`src/rtl/intr_req_source.sv`:
```
// Per-source interrupt requester: counts edge-detected events and drives a req/ack handshake.
// Optional watchdog flag on a long-held req is built when INTR_REQ_TIMEOUT_EN is defined.
module intr_req_source #(
  parameter int unsigned CNT_WIDTH = 4,
  parameter int unsigned TIMEOUT   = 64
) (
  input  logic                 clk,
  input  logic                 rst,
  input  logic                 evtIn,
  input  logic                 en,
  input  logic                 ack,
  output logic                 req,
  output logic [CNT_WIDTH-1:0] pendCnt,
  output logic                 ovf,
  input  logic                 ovfClr,
  output logic                 timeout
);

  typedef enum logic [1:0] {StIdle, StReq, StGap} state_e;

  state_e               state_q;
  logic                 evt_in_q;
  logic                 req_q;
  logic                 ovf_q, ovf_d;
  logic [CNT_WIDTH-1:0] pend_q, pend_d;
  logic                 inc, dec;

  always_comb begin
    inc    = evtIn & ~evt_in_q & en;
    // ack only counts while a request is actually outstanding
    dec    = ack & (state_q == StReq);
    pend_d = pend_q;
    ovf_d  = ovf_q;
    if (ovfClr) ovf_d = 1'b0;
    if (inc && !dec) begin
      if (pend_q == '1) ovf_d = 1'b1;
      else              pend_d = pend_q + 1'b1;
    end else if (dec && !inc) begin
      pend_d = pend_q - 1'b1;
    end
  end

  always_ff @(posedge clk or negedge rst) begin
    if (!rst) begin
      state_q  <= StIdle;
      evt_in_q <= 1'b0;
      req_q    <= 1'b0;
      ovf_q    <= 1'b0;
      pend_q   <= '0;
    end else begin
      evt_in_q <= evtIn;
      ovf_q    <= ovf_d;
      pend_q   <= pend_d;
      unique case (state_q)
        StIdle: begin
          if (pend_d != '0 && en) begin
            state_q <= StReq;
            req_q   <= 1'b1;
          end
        end
        StReq: begin
          if (ack) begin
            state_q <= StGap;
            req_q   <= 1'b0;
          end
        end
        StGap: begin
          // one low cycle guarantees a visible falling edge between requests
          if (pend_q != '0 && en) begin
            state_q <= StReq;
            req_q   <= 1'b1;
          end else begin
            state_q <= StIdle;
          end
        end
        default: begin
          state_q <= StIdle;
          req_q   <= 1'b0;
        end
      endcase
    end
  end

  assign req     = req_q;
  assign pendCnt = pend_q;
  assign ovf     = ovf_q;

`ifdef INTR_REQ_TIMEOUT_EN
  localparam int unsigned WdWidth = $clog2(TIMEOUT + 1);
  localparam logic [WdWidth-1:0] WdMax  = WdWidth'(TIMEOUT);
  localparam logic [WdWidth-1:0] WdLast = WdWidth'(TIMEOUT - 1);

  logic [WdWidth-1:0] wd_q;
  logic               timeout_q;

  // wd_q holds the 1-based index of the current REQ cycle; preloaded to 1 outside REQ
  always_ff @(posedge clk or negedge rst) begin
    if (!rst) begin
      wd_q      <= '0;
      timeout_q <= 1'b0;
    end else begin
      if (state_q != StReq)  wd_q <= WdWidth'(1);
      else if (wd_q != WdMax) wd_q <= wd_q + 1'b1;
      if (state_q == StReq && wd_q >= WdLast) timeout_q <= 1'b1;
      else if (ovfClr)                       timeout_q <= 1'b0;
    end
  end

  assign timeout = timeout_q;
`else
  logic unused_timeout_cfg;
  assign unused_timeout_cfg = ^TIMEOUT;
  assign timeout = 1'b0;
`endif

endmodule

```
`config.mk`:
```
export PLATFORM = sky130hd
export DESIGN_NAME = intr_req_source
export DESIGN_NICKNAME = d
export VERILOG_FILES = /design/src/rtl/intr_req_source.sv
export SDC_FILE = /design/constraint.sdc
export NUM_CORES = 1
export LEC_CHECK = 0
export ABC_AREA = 1
export CAP_MARGIN = 10
export CORE_ASPECT_RATIO = 1.4
export CORE_MARGIN = 2
export CORE_UTILIZATION = 30
export CTS_CLUSTER_DIAMETER = 120
export DETAILED_ROUTE_END_ITERATION = 6
export SYNTH_ARGS = -nofsm -noshare
export SYNTH_HDL_FRONTEND = slang
export SYNTH_SLANG_ARGS = --single-unit
```
`constraint.sdc`:
```
create_clock -name clk -period 1.4 [get_ports clk]
set_input_delay 0.14 -clock clk [delete_from_list [all_inputs] [get_ports clk]]
set_output_delay 0.14 -clock clk [all_outputs]
set_load 0.01 [all_outputs]
```
==> impl_metrics.tcl <==
set metrics [dict create \
    grt_setup_unrepaired "true" \
    holdCritPathClass "primary input to asynchronous set/reset pin" \
    worst_ep_required_time_ns 1.55 \
    synth_area_leaders "dfrtp_1 39%, nand2_1 15%, nand3_1 6.1%, inv_1 5.9%, nand3_2 5.2%" \
    worst_r2r_path_depth 12 \
    r2r_setup_slack_ns -0.18 \
    powerDensity_nw_per_um2 1940 \
    crit_path_max_incr_delay_ns 0.44 \
    yosysTopAreaCell "dfrtp_1" \
    period_needed_ns 1.58 \
    via_per_inst 4.69 \
    dp_slack_ns -0.353 \
    core.rowCount 18 \
    final_core_util_pct 48.6 \
    wire_per_inst_um 10.3 \
    crit_family "simple AND/OR/NAND/NOR gates" \
    die_w_um 41.0 \
    maxCapViolCount 0 \
    synth.ff_latch_count 9 \
    dr.pass1.iters 3 \
    synth_nets 87 \
    crit_fanout 4 \
    cts_made_buffers 3 \
    ir_drop_uv 869 \
    clock-skew-final_ns 0.00453 \
    layout.nets 116 \
    postLayoutCellArea_um2 865 \
    synth_cell_type_count 20 \
    placed_cell_area_um2 801 \
    dp_hpwl_mm 1.01 \
    track_usage_pct 14.0 \
    status "finished, violations left" \
    grt_pass1_wl_mm 2.21 \
    place_congestion 0.741 \
    end_kind "register" \
    gr-total-overflow 0 \
    clkLatencyLatePin_ns 0.26 \
    drtIter0Drc 3 \
    synth_area_um2 576 \
    ctsHoldBuffers 0 \
    slew_violations 0 \
    critPathArrivalTime_ns 1.73 \
    n_antenna_cell 0 \
    critPathLaunch "pendCnt[1]$_DFF_PN0_" \
    drc_errors 0 \
    r2r-end "state_q[0]$_DFFE_PN0P_" \
    hold_viol_final 0 \
    cts-root-buf "clkbuf_4" \
    drive_above_1_share_pct 32.7 \
    cts_sinks 9 \
    setup_ws_ns -0.178 \
    cts_buffer_depth 2 \
    max_freq_mhz 634 \
    synth_top_area_share_pct 39.1 \
    finalWirelength_mm 1.31 \
    die_area_um2 2290 \
    initial_core_util_pct 32.3 \
    cp_cell_sequence "ha_4 -> or2_1 -> nand2_1 -> nor2_1 -> nor2_1 -> nand2_2 -> nor2_2 -> nand2_1 -> nand2_1 -> nand2_1 -> nand2_1 -> nand2_1" \
    worst_setup_path_start_kind "register" \
    die_h_um 55.8 \
    setup_violations 3 \
    antenna_found_initial 0 \
    vias 595 \
    grt_pass1_vias 540 \
    cts_tree "done" \
    yosysSeqAreaShare_pct 39.1 \
    cp_num_buf_inv 0 \
    leakage_nw 0.426 \
    cpMaxStageDelayCell "dfrtp_2" \
    synth.avg_cell_area_um2 7.29 \
    timing.rr.start "pendCnt[1]$_DFF_PN0_" \
    portBuffers 11 \
    crit_type "register to register" \
    ioPinCount 13 \
    drtAntennaViolNets 0 \
    yosysWarnings 0 \
    coreArea_um2 1780 \
    clkTransAtPathRegs_ns 0.06 \
    cts_max_level 1 \
    violations "negative setup slack" \
    syn-instance-count 79 \
    area_growth_pct 50.2 \
    fin_cells 127 \
    finalCritPeriodShare_pct 113 \
    grt_max_degree 10 \
    cpMostUsedCell "nand2_1" \
    dp_cells 120 \
]
-- metrics by stage --
stage | hold slack, ns | power, mW | setup TNS, ns
global placement | 0.469 | 1.40 | -0.726
global route | 0.195 | 1.84 | -0.810
floorplan | -0.156 | 0.963 | -0.182
CTS | 0.176 | 1.66 | -0.364
detailed placement | 0.464 | 1.42 | -0.827
finish | 0.173 | 1.68 | -0.442
-- layout by cell type, fill, tap and decap left out, types with 2 or more instances in the layout --
master,n
a21oi_1,3
buf_4,14
clkbuf_4,3
clkdlybuf4s50_1,8
dfrtp_1,6
dfrtp_2,3
dlygate4sd2_1,3
inv_1,9
nand2_1,22
nand2_2,3
nand3_1,5
nand3_2,5
nor2_1,7
nor2_2,3
o21ai_0,2
-- synth_stat cells --
| cell | n |
|---|---|
| nor2_2 | 3 |
| nand2_2 | 2 |
| a21oi_1 | 3 |
| conb_1 | 1 |
| nor2_1 | 7 |
| o21ai_0 | 2 |
| nand3b_1 | 1 |
| o22ai_1 | 1 |
| inv_2 | 1 |
| inv_1 | 9 |
| nor2_4 | 1 |
| ha_1 | 2 |
| or2_1 | 1 |
| buf_4 | 1 |
| nor3_1 | 1 |
| dfrtp_1 | 9 |
| nand3_1 | 7 |
| nand2_1 | 23 |
| nand3_2 | 3 |
| nand4_1 | 1 |
-- where the power goes --
part / leakage [nW] / total (mW) / internal [mW] / switching [mW]
Sequential: 0.108 / 0.493 / 0.368 / 0.126
Combinational: 0.303 / 0.992 / 0.516 / 0.476
Clock: 0.0150 / 0.195 / 0.109 / 0.0852
Total: 0.426 / 1.68 / 0.994 / 0.686
-- worst reg2reg max path, cell delays in order (launching register included) --
cell	delay, ns
dfrtp_2	0.44
ha_4	0.19
or2_1	0.20
nand2_1	0.06
nor2_1	0.04
nor2_1	0.11
nand2_2	0.08
nor2_2	0.08
nand2_1	0.05
nand2_1	0.05
nand2_1	0.04
nand2_1	0.07
nand2_1	0.05
-- worst max path at each step --
| stage | endpoint | slack, ns | cells after the start |
|---|---|---|---|
| 2_1_floorplan | req$_DFFE_PN0P_ | -0.09 | 12 |
| 3_3_place_gp | state_q[0]$_DFFE_PN0P_ | -0.32 | 12 |
| 3_5_place_dp | req$_DFFE_PN0P_ | -0.35 | 12 |
| 4_1_cts | state_q[0]$_DFFE_PN0P_ | -0.18 | 12 |
| 5_1_grt | state_q[0]$_DFFE_PN0P_ | -0.32 | 12 |
| 6_report | state_q[0]$_DFFE_PN0P_ | -0.18 | 12 |
-- state kept, by name, indices dropped and copies added, names as in the netlist --
signal and cells:
req 1, pendCnt 4, ovf 1, evt_in_q 1, state_q 2
-- per-layer routing --
| metal | global-route usage, % | part of all wire (%) | vias to the layer above |
|---|---|---|---|
| met5 | 0 | 0 | - |
| met4 | 11.0 | 2.1 | 0 |
| met3 | 2.00 | 3.1 | 4 |
| met2 | 21.0 | 56 | 12 |
| met1 | 16.6 | 39 | 274 |
| li1 | - | - | 305 |
-- logic make-up (layout without fill, tap and decap cells) --
| kind of cell | count (synthesis) | count (layout) | share of synthesized area [%] |
|---|---|---|---|
| fa+ha+maj | 2 | 2 | 4.35 |
| buf+inv | 11 | 39 | 7.83 |
| flops | 9 | 9 | 39.1 |
| other cells | 1 | 1 | 0.652 |
| compound gates | 6 | 6 | 5.43 |
| simple gates | 50 | 50 | 42.6 |
-- final cells by class --
class,count,area (um2)
clock buffer,4,26.3
sequential,9,229
fill,182,915
inverter,10,37.5
multi-input combinational,59,335
tap,20,25.0
timing repair buffer,25,211
-- what timing repair did --
| item | 4_1_cts | 5_1_grt |
|---|---|---|
| setup endpoints to repair | 5 | 3 |
| buffers inserted | 2 | 1 |
| endpoints found under the hold margin | 0 | 0 |
| resized for setup | 7 | 1 |
(Power assumes the default switching activity.)
